**src/rtl/mem_port_sched.sv**
```systemverilog
// rtl/mem_port_sched.sv - byte-beat RAM sequencer shared by load/store and fetch
// Optional round-robin arbitration when MEMARB_RR_EN is defined.
module mem_port_sched #(
    parameter int RAM_AW   = 20,
    parameter bit LS_FIRST = 1'b1
) (
    input  logic        clk,
    input  logic        reset,
    input  logic        ls_req,
    input  logic        ls_we,
    input  logic [2:0]  ls_funct3,
    input  logic [31:0] ls_addr,
    input  logic [31:0] ls_wdata,
    output logic        ls_gnt,
    output logic        ls_done,
    output logic        ls_err,
    output logic [31:0] ls_rdata,
    input  logic        if_req,
    input  logic [31:0] if_addr,
    output logic        if_gnt,
    output logic        if_done,
    output logic        if_err,
    output logic [31:0] if_rdata,
    output logic [31:0] ram_addr,
    output logic        ram_we,
    output logic [7:0]  ram_wdata,
    input  logic [7:0]  ram_rdata,
    output logic        busy
);
    typedef enum logic [1:0] {IDLE, XFER, LAST, RESP} state_t;

    state_t      state_q;
    logic        owner_ls_q, we_q;
    logic [2:0]  f3_q;
    logic [31:0] addr_q, wdata_q, lanes_q;
    logic [1:0]  cnt_q, lastk_q;
    logic        ls_done_q, ls_err_q, if_done_q, if_err_q;
    logic [31:0] ls_rdata_q, if_rdata_q;

    logic        ls_win, req_we, req_bad;
    logic [2:0]  req_f3;
    logic [31:0] req_addr, final_word;
    logic [1:0]  req_lastk;
    logic [32:0] req_end;

    function automatic logic [31:0] extend(input logic [2:0] f3, input logic [31:0] w);
        case (f3)
            3'd0:    extend = {{24{w[7]}}, w[7:0]};
            3'd4:    extend = {24'd0, w[7:0]};
            3'd1:    extend = {{16{w[15]}}, w[15:0]};
            3'd5:    extend = {16'd0, w[15:0]};
            default: extend = w;
        endcase
    endfunction

`ifdef MEMARB_RR_EN
    logic last_ls_q;

    always_ff @(posedge clk or negedge reset) begin
        if (!reset) begin
            last_ls_q <= 1'b0;
        end else if (ls_gnt || if_gnt) begin
            last_ls_q <= ls_gnt;
        end
    end
`endif

    always_comb begin
`ifdef MEMARB_RR_EN
        ls_win = ls_req && (!if_req || !last_ls_q);
`else
        ls_win = ls_req && (!if_req || LS_FIRST);
`endif
        ls_gnt   = (state_q == IDLE) && ls_win;
        if_gnt   = (state_q == IDLE) && if_req && !ls_win;
        req_we   = ls_win ? ls_we : 1'b0;
        req_f3   = ls_win ? ls_funct3 : 3'd2;
        req_addr = ls_win ? ls_addr : if_addr;
        case (req_f3[1:0])
            2'd0:    req_lastk = 2'd0;
            2'd1:    req_lastk = 2'd1;
            default: req_lastk = 2'd3;
        endcase
        // 33-bit end address so a wrap past 0xFFFFFFFF falls outside the window
        req_end = {1'b0, req_addr} + {31'd0, req_lastk};
        req_bad = (req_f3[1:0] == 2'd3)
               || (req_f3[2] && (req_f3[1] || req_we))
               || ((req_f3[1:0] == 2'd1) && req_addr[0])
               || ((req_f3[1:0] == 2'd2) && (req_addr[1:0] != 2'd0))
               || ((req_addr >> RAM_AW) != 32'd1)
               || ((req_end >> RAM_AW) != 33'd1);
        final_word = lanes_q;
        final_word[{lastk_q, 3'b000} +: 8] = ram_rdata;
    end

    always_ff @(posedge clk or negedge reset) begin
        if (!reset) begin
            state_q    <= IDLE;
            owner_ls_q <= 1'b0;
            we_q       <= 1'b0;
            f3_q       <= 3'd0;
            addr_q     <= 32'd0;
            wdata_q    <= 32'd0;
            lanes_q    <= 32'd0;
            cnt_q      <= 2'd0;
            lastk_q    <= 2'd0;
            ls_done_q  <= 1'b0;
            ls_err_q   <= 1'b0;
            if_done_q  <= 1'b0;
            if_err_q   <= 1'b0;
            ls_rdata_q <= 32'd0;
            if_rdata_q <= 32'd0;
        end else begin
            ls_done_q <= 1'b0;
            ls_err_q  <= 1'b0;
            if_done_q <= 1'b0;
            if_err_q  <= 1'b0;
            case (state_q)
                IDLE: begin
                    if (ls_gnt || if_gnt) begin
                        owner_ls_q <= ls_gnt;
                        we_q       <= req_we;
                        f3_q       <= req_f3;
                        addr_q     <= req_addr;
                        wdata_q    <= ls_wdata;
                        lastk_q    <= req_lastk;
                        cnt_q      <= 2'd0;
                        if (req_bad) begin
                            state_q   <= RESP;
                            ls_done_q <= ls_gnt;
                            ls_err_q  <= ls_gnt;
                            if_done_q <= if_gnt;
                            if_err_q  <= if_gnt;
                        end else begin
                            state_q <= XFER;
                        end
                    end
                end
                XFER: begin
                    // read data lags the address by one cycle, so lane k lands during beat k+1
                    if (!we_q && (cnt_q != 2'd0)) begin
                        lanes_q[{cnt_q - 2'd1, 3'b000} +: 8] <= ram_rdata;
                    end
                    if (cnt_q == lastk_q) begin
                        if (we_q) begin
                            state_q   <= RESP;
                            ls_done_q <= owner_ls_q;
                            if_done_q <= !owner_ls_q;
                        end else begin
                            state_q <= LAST;
                        end
                    end else begin
                        cnt_q <= cnt_q + 2'd1;
                    end
                end
                LAST: begin
                    state_q <= RESP;
                    if (owner_ls_q) begin
                        ls_rdata_q <= extend(f3_q, final_word);
                        ls_done_q  <= 1'b1;
                    end else begin
                        if_rdata_q <= final_word;
                        if_done_q  <= 1'b1;
                    end
                end
                default: state_q <= IDLE;
            endcase
        end
    end

    assign ram_we    = (state_q == XFER) && we_q;
    assign ram_addr  = (state_q == XFER) ? addr_q + {30'd0, cnt_q} : 32'd0;
    assign ram_wdata = ram_we ? wdata_q[{cnt_q, 3'b000} +: 8] : 8'd0;
    assign busy      = (state_q != IDLE);
    assign ls_done   = ls_done_q;
    assign ls_err    = ls_err_q;
    assign ls_rdata  = ls_rdata_q;
    assign if_done   = if_done_q;
    assign if_err    = if_err_q;
    assign if_rdata  = if_rdata_q;
endmodule

```
**config.mk**
```make
export PLATFORM = sky130hd
export DESIGN_NAME = mem_port_sched
export DESIGN_NICKNAME = d
export VERILOG_FILES = /design/src/rtl/mem_port_sched.sv
export SDC_FILE = /design/constraint.sdc
export NUM_CORES = 1
export LEC_CHECK = 0
export CAP_MARGIN = 20
export CORE_AREA = 2 2 137 139
export CTS_BUF_LIST = sky130_fd_sc_hd__clkbuf_8
export CTS_CLUSTER_SIZE = 25
export DETAILED_ROUTE_END_ITERATION = 16
export DIE_AREA = 0 0 139 141
export PLACE_DENSITY = 0.88
export SYNTH_ARGS = -nofsm -noshare
export SYNTH_HDL_FRONTEND = slang
export SYNTH_SLANG_ARGS = --single-unit
```
**constraint.sdc**
```tcl
create_clock -name clk -period 3.35 [get_ports clk]
set_input_delay 0.5025 -clock clk [delete_from_list [all_inputs] [get_ports clk]]
set_output_delay 0.5025 -clock clk [all_outputs]
set_load 0.1 [all_outputs]
```
; ---- Yosys cells after proc, flatten, opt, wreduce, memory -nomap -nowiden
; Cells that the tools add are included.
[totals]
out_inout_bits = 112
wordCells = 103
reg_bits = 175
in_bits = 112
[op_classes]
n_reduce_logical = 31
n_addsub = 6
shifts = 5
bitwise = 1
muxes = 31
n_eq_ne = 14
[op_table]
columns = op, count
row1 = one-hot mux 32 bit (4 select lines), 1
row2 = bitwise mux 32 bit, 2
row3 = two-way mux 32 bit, 2
row4 = variable shift 8 x 7 -> 32 bit (first input constant), 2
row5 = variable part select 8 x 7 -> 32 bit, 2
row6 = adder 32 x 2 -> 33 bit, 1
row7 = adder 32 x 2 -> 32 bit, 1
row8 = variable part select 32 x 6 -> 8 bit, 1
row9 = two-way mux 1 bit, 14
row10 = negator 5 -> 7 bit, 2
row11 = inequality test 13 x 1 -> 1 bit (second input constant), 1
row12 = inequality test 12 x 1 -> 1 bit (second input constant), 1
row13 = two-way mux 2 bit, 5
row14 = AND reduction 2 bit, 5
row15 = logical AND 1 bit, 8
row16 = two-way mux 8 bit, 1
row17 = one-hot mux 2 bit (2 select lines), 2
row18 = nonzero test 2 bit, 4
row19 = logical OR 1 bit, 7
row20 = equality test 2 bit (second input constant), 3
row21 = equality test 3 bit (second input constant), 2
row22 = one-hot mux 1 bit (3 select lines), 2
row23 = one-hot mux 2 bit (3 select lines), 1
row24 = equality test 2 x 1 -> 1 bit (second input constant), 2
row25 = 12 further kinds, 16

; ---- Logic depth before layout (Yosys ltp)
; Gate-level depths: netlist (run 1).
[logic_depth]
ltp_word = 11
depth_mapped = 10
ltp_nobuf = 7

; ---- Least setup slack after synthesis (run 1)
; No wires, ideal clock.
[synth_path]
path_type = register to output
start = register cnt_q[0]
end = output ram_addr[12]
required_time_ns = 2.847
stages_incl_launch_ff = 8
path_buffers = 1
t_arrival_ns = 3.984
slack_ns = -1.137
path_cell_list = dfrtp_1 > ha_1 > fa_1 > and4_1 > nand3_1 > clkbuf_1 > o21ai_0 > a21boi_0
[synth_between]
elab_chain_cells = 2
[synth_rtl]
columns = item, line
row1 = from (decl), 36  ; logic [1:0] cnt_q, lastk_q;
row2 = from (signal assigned), 153  ; cnt_q <= cnt_q + 2'd1;
row3 = adder 32 x 2 -> 32 bit, 172  ; assign ram_addr = (state_q == XFER) ? addr_q + {30'd0, cnt_q} : 32'd0;
row4 = two-way mux 32 bit, 172
row5 = to (decl), 24  ; output logic [31:0] ram_addr,
; Every way passes these cells.

; ---- Worst setup path after layout (run 1)
[layout_path]
start = register cnt_q[1]
end = output ram_addr[31]
; Same word-level chain as after synthesis.

==> results of run 1 <==
==> final timing paths <==
| kind | startpoint | endpoint | slack (ns) |
|---|---|---|---|
| setup / recovery | cnt_q[1] | ram_addr[31] | 0.21 |
| hold / removal | wdata_q[20] | wdata_q[20] | 0.47 |
| setup reg to reg | lastk_q[1] | ls_rdata[31] | 0.69 |
| hold reg to reg | wdata_q[20] | wdata_q[20] | 0.47 |
| max in group asynchronous | reset | wdata_q[9] | 1.88 |
| min in group asynchronous | reset | if_rdata[4] | 0.54 |
==> per-layer routing <==
layer | vias to the layer above | wire, microns | global-route usage [%]
met5 | - | 0 | 0
met4 | 0 | 756 | 9.68
met3 | 57 | 1790 | 7.03
met2 | 328 | 12800 | 44.7
met1 | 3855 | 10300 | 33.8
li1 | 3777 | - | -
==> what timing repair did <==
| action | CTS | global route |
|---|---|---|
| buffers inserted | 2 | 4 |
| endpoints found under the setup margin | 18 | 8 |
| gates cloned | 0 | 0 |
| hold buffers | 1 | 0 |
| pin swaps | 1 | 1 |
| gates resized for setup | 1 | 1 |
| endpoints found under the hold margin | 45 | 0 |
==> stage by stage <==
step	util, %	instance area (sq um)	hold slack (ns)
after CTS	67.4	12300	0.472
after global placement	64.9	11900	0.446
after floorplan	-	9060	0.207
final	67.6	12400	0.470
after global routing	67.6	12400	0.500
after detailed placement	64.9	11900	0.451
==> layout make-up <==
class | count | area, sq um
Clock buffer | 19 | 262
Tap cell | 234 | 293
Timing Repair Buffer | 244 | 2810
Clock inverter | 12 | 170
Multi-Input combinational cell | 742 | 4400
Inverter | 17 | 63.8
Sequential cell | 174 | 4350
Fill cell | 1392 | 5920
==> cell usage after synthesis (2+ instances only) <==
master | count | area (sq um)
nor4bb_1 | 2 | 20.0
and2b_1 | 3 | 22.5
or3_1 | 4 | 25.0
and3_1 | 8 | 50.1
nor3_1 | 10 | 50.1
o21ai_0 | 100 | 500
xor2_1 | 15 | 131
nor4_1 | 8 | 50.1
o22ai_1 | 3 | 18.8
o31ai_1 | 2 | 15.0
and4_1 | 4 | 35.0
nand2_1 | 253 | 950
buf_4 | 3 | 22.5
ha_1 | 18 | 225
nand4_1 | 8 | 50.1
nor2_1 | 51 | 191
nand3b_1 | 2 | 15.0
a21boi_0 | 5 | 37.5
nor2b_1 | 41 | 257
mux2i_1 | 28 | 280
nor4_2 | 2 | 25.0
xnor2_1 | 12 | 105
mux4_2 | 8 | 180
mux2_2 | 2 | 22.5
inv_1 | 16 | 60.1
dfrtp_1 | 174 | 4350
o2bb2ai_1 | 3 | 26.3
o32a_1 | 15 | 150
nor3b_1 | 4 | 30.0
a22oi_1 | 2 | 15.0
clkbuf_1 | 40 | 150
and2_1 | 29 | 181
nand3_1 | 14 | 70.1
a21oi_1 | 46 | 230
a21o_1 | 2 | 15.0
buf_2 | 18 | 90.1
nand2b_1 | 4 | 25.0
a31oi_1 | 4 | 25.0
o22a_1 | 8 | 70.1
==> critical path, delay by kind of cell (launching register included) <==
family | cells | cell delay [ns]
xor+xnor | 1 | 0.18
flops | 1 | 0.49
simple gates | 3 | 0.61
buf+inv | 2 | 0.39
compound gates | 1 | 0.18
fa+ha+maj | 1 | 0.32
==> kinds of logic after synthesis <==
| logic type | count (synthesis) |
|---|---|
| buf+inv | 80 |
| compound gates | 203 |
| fa+ha+maj | 19 |
| mux | 38 |
| simple gates | 455 |
| flops | 174 |
| xor+xnor | 27 |
==> sequential cells by signal, indices dropped and copies added (netlist names) <==
signal      flops
cnt_q           2
wdata_q        32
lanes_q        32
if_err          1
lastk_q         2
ls_done         1
ls_err          1
ls_rdata       32
state_q         2
owner_ls_q      1
if_done         1
we_q            1
f3_q            2
addr_q         32
if_rdata       32
==> results.toml, run 1 <==
[status]
status = "finished, final reports clean"

[critical_path]
crit_type = "flip-flop to primary output"
worstPathMaxFanout = 13
worst_ep_arrival_time_ns = 2.64
worstSetupStartpointType = "flip-flop"
max_stage_delay_ns = 0.49
endpoint_kind = "primary output"
slowest_stage = "dfrtp_1"
worstRegToRegCells = 8
path_cells = "ha_1 > a21o_1 > nand4_1 > buf_4 > nor4_1 > xor2_1 > and2_1 > buf_12"
crit_required_ns = 2.85

[min_path]
hold_path_class = "flip-flop to flip-flop"
hold_path_depth = 2

[synthesis]
synth_xor_area_share_pct = 2.62
synth-compound-area-share_pct = 13.7
synth_adder_area_share_pct = 2.71
synth.avg_cell_area_sq_um = 9.07
synth_seq_cells = 174
ys_seq_area_share_pct = 48.2
synth_top_family_by_area = "simple AND/OR/NAND/NOR gates"
synthDistinctLibCells = 64
synth_edf_count = 0
syn_area_sq_um = 9030
synth_fp_nets = 1127
synthSimpleGateAreaFrac_pct = 23.6
async_reset_ff_share_pct = 100
yosys_warnings = 0
synth-main-ff-cell = "dfrtp_1"
synthMuxAreaShare_pct = 5.35
syn_inst = 996

[grt]
grtUsageTotal_pct = 26.7
antenna_found_initial = 0
grt_pass1_vias = 7989
grt_pass1_wl_microns = 41700
grt_max_degree = 93
grt-ovfl-total = 0

[die]
die_h_microns = 141
initial_core_util_pct = 49.5
fp.dieW_microns = 139
coreArea_sq_um = 18300
dieArea_sq_um = 19600
rows = 50
ios = 224

[finish]
final_cell_mix = "253 x nand2_1, 174 x dfrtp_1, 173 x clkdlybuf4s50_1"
syn_to_final_growth_pct = 36.7
stdcell_count = 1442
num_antenna_cells = 0
layout-drive-gt1-share_pct = 10.3
fin_nets = 1327
final_common_cell = "nand2_1"

[sta]
setup_viol = 0
max_slew.worst_pin.slew_ns = 1.04
fin_tns_setup_ns = 0
rsz0062_at_grt = "false"
fmax_mhz = 319
post-route-period-util_pct = 93.7
drv_slew = 0
finClkSkew_ns = 0.0162
hold_viol = 0
relSlewSlack_pct = 30.3
layout_setup_ws_ns = 0.212
period_needed_ns = 3.14

[clocking]
clock-sinks = 174
clk_latency_ns = 0.47
numCtsBuffers = 17
htree_levels = 4
clockBufferDepth = 2
clk_pin_slew_worst_paths_ns = 0.09
cts_tree = "built"
root_buffer = "clkbuf_8"

[route]
wirelength_microns = 25700
firstDrtPassIters = 5
viasPerCell = 5.56
drtIter0Drc = 582
vias = 8017
routedWlPerCell_microns = 17.8
drc = 0
ant_nets = 0

[placement]
port_buffers = 223
dp_cells = 1404
dp_slack_ns = 0.356
dp.final_hpwl_microns = 19100
place_congestion = 0.985

[job]
maxCapViolations = 0
Power of run 1 is not shown: default switching activity piles up to over one toggle a cycle in this logic, so the estimate is an artifact.
==> inputs of run 2 (changes only) <==
Settings changed: CTS_CLUSTER_DIAMETER set to 200, PLACE_DENSITY 0.88 to 0.92.
==> run 2 against run 1 <==
  * Die area stayed put
  * Hold slack got worse by 0.44 ns
  * Setup slack got worse by 0.023 ns
  * Utilization shrank 0.25 points
  * Wire length decreased by 1.2%
  * Final area shrank 0.37%
  * Clock skew down 0.0034 ns
  * Non-clock buffer count fell by 1
  * Critical path depth is the same
  * Cell count fell by 0.14%
  * Via count is 1.4% higher
  * Critical endpoint is now ram_addr[30]
  * Largest cell class unchanged
==> results.toml, run 2 (same netlist as run 1, synthesis figures left out) <==
[status]
status = "finished, final reports clean"

[grt]
antenna_found_initial = 0
grt_pass1_wl_microns = 40800
grt_pass1_vias = 8038
grt_max_degree = 93
grt-ovfl-total = 0
grtUsageTotal_pct = 26.0

[finish]
num_antenna_cells = 0
stdcell_count = 1440
layout-drive-gt1-share_pct = 10.4
final_cell_mix = "253 x nand2_1, 176 x clkdlybuf4s50_1, 173 x dfrtp_1"
fin_nets = 1326
final_common_cell = "nand2_1"
syn_to_final_growth_pct = 36.2

[critical_path]
crit_required_ns = 2.85
r2r_end = "ls_rdata[19]"
r2r-start = "lastk_q[1]"
worstSetupStartpointType = "flip-flop"
worst_ep_arrival_time_ns = 2.66
endpoint_kind = "primary output"
worstRegToRegCells = 7
r2r_slack_ns = 0.55
worstPathMaxFanout = 11
crit_type = "flip-flop to primary output"

[placement]
port_buffers = 223
dp_cells = 1405
place_congestion = 0.885
dp.final_hpwl_microns = 18700

[job]
maxCapViolations = 0

[die]
rows = 50
ios = 224
fp.dieW_microns = 139
die_h_microns = 141
initial_core_util_pct = 49.5
coreArea_sq_um = 18300
dieArea_sq_um = 19600

[route]
ant_nets = 0
viasPerCell = 5.65
drtIter0Drc = 555
drc = 0
firstDrtPassIters = 5
vias = 8131
wirelength_microns = 25400
routedWlPerCell_microns = 17.6

[sta]
fmax_mhz = 316
hold_viol = 0
fin_tns_setup_ns = 0
drv_slew = 0
rsz0062_at_grt = "false"
setup_viol = 0
max_slew.worst_pin.slew_ns = 1.01
post-route-period-util_pct = 94.4
finClkSkew_ns = 0.0127
relSlewSlack_pct = 32.3
period_needed_ns = 3.16

[clocking]
clk_latency_ns = 0.46
clockBufferDepth = 2
root_buffer = "clkbuf_8"
clk_pin_slew_worst_paths_ns = 0.09
clock-sinks = 174
numCtsBuffers = 17
cts_tree = "built"
htree_levels = 4

[min_path]
hold_path_class = "input pin to asynchronous set/reset pin"
## run 2: per-stage QoR
stage / setup slack [ns] / utilization (%) / area (sq um) / hold WS, ns
after CTS: 0.0712 / 67.0 / 12200 / 0.0374
final: 0.189 / 67.4 / 12300 / 0.0258
after global routing: 0.0202 / 67.4 / 12300 / 0.0582
after global placement: 0.412 / 64.8 / 11800 / 0.445
after detailed placement: 0.333 / 64.8 / 11800 / 0.450
after floorplan: 0.0842 / - / 9060 / 0.207
## run 2: layout make-up
cell class	instances	area, sq um
clock buffer	19	262
clock inverter	11	134
fill	1377	5960
inverter	17	63.8
multi-input combinational	742	4410
sequential	174	4360
tap	234	293
timing repair buffer	243	2790
## run 2: how the worst max path moves through the flow
stage / start / endpoint / slack (ns) / cells after the start
2_1_floorplan: cnt_q[0] / ram_addr[12] / 0.08 / 7
3_3_place_gp: cnt_q[1] / ram_addr[31] / 0.41 / 7
3_5_place_dp: cnt_q[1] / ram_addr[31] / 0.33 / 7
4_1_cts: cnt_q[1] / ram_addr[30] / 0.07 / 7
5_1_grt: cnt_q[0] / ram_addr[30] / 0.02 / 8
6_report: addr_q[0] / ram_addr[30] / 0.19 / 8
## run 2: worst max-delay path: stages, from the launching register on
cell and delay (ns):
dfrtp_1 0.37, ha_1 0.20, fa_1 0.23, and4_1 0.28, nand3_4 0.20, nor4_2 0.36, xor2_1 0.18, and2_1 0.19
buf_12 0.18
## run 2: what timing repair did
action | CTS | global route
setup endpoints to repair | 19 | 5
pin swaps | 1 | 1
hold buffers | 0 | 0
buffers inserted | 1 | 3
gates resized for setup | 1 | 3
## run 2: layer usage
metal	vias up	GRT usage [%]	share of wire (%)
met2	385	44.2	49
met1	3892	32.3	40
met5	-	0	0
met3	70	5.74	7.6
li1	3784	-	-
met4	0	11.2	3.4
Power of run 2 is left out for the same reason.
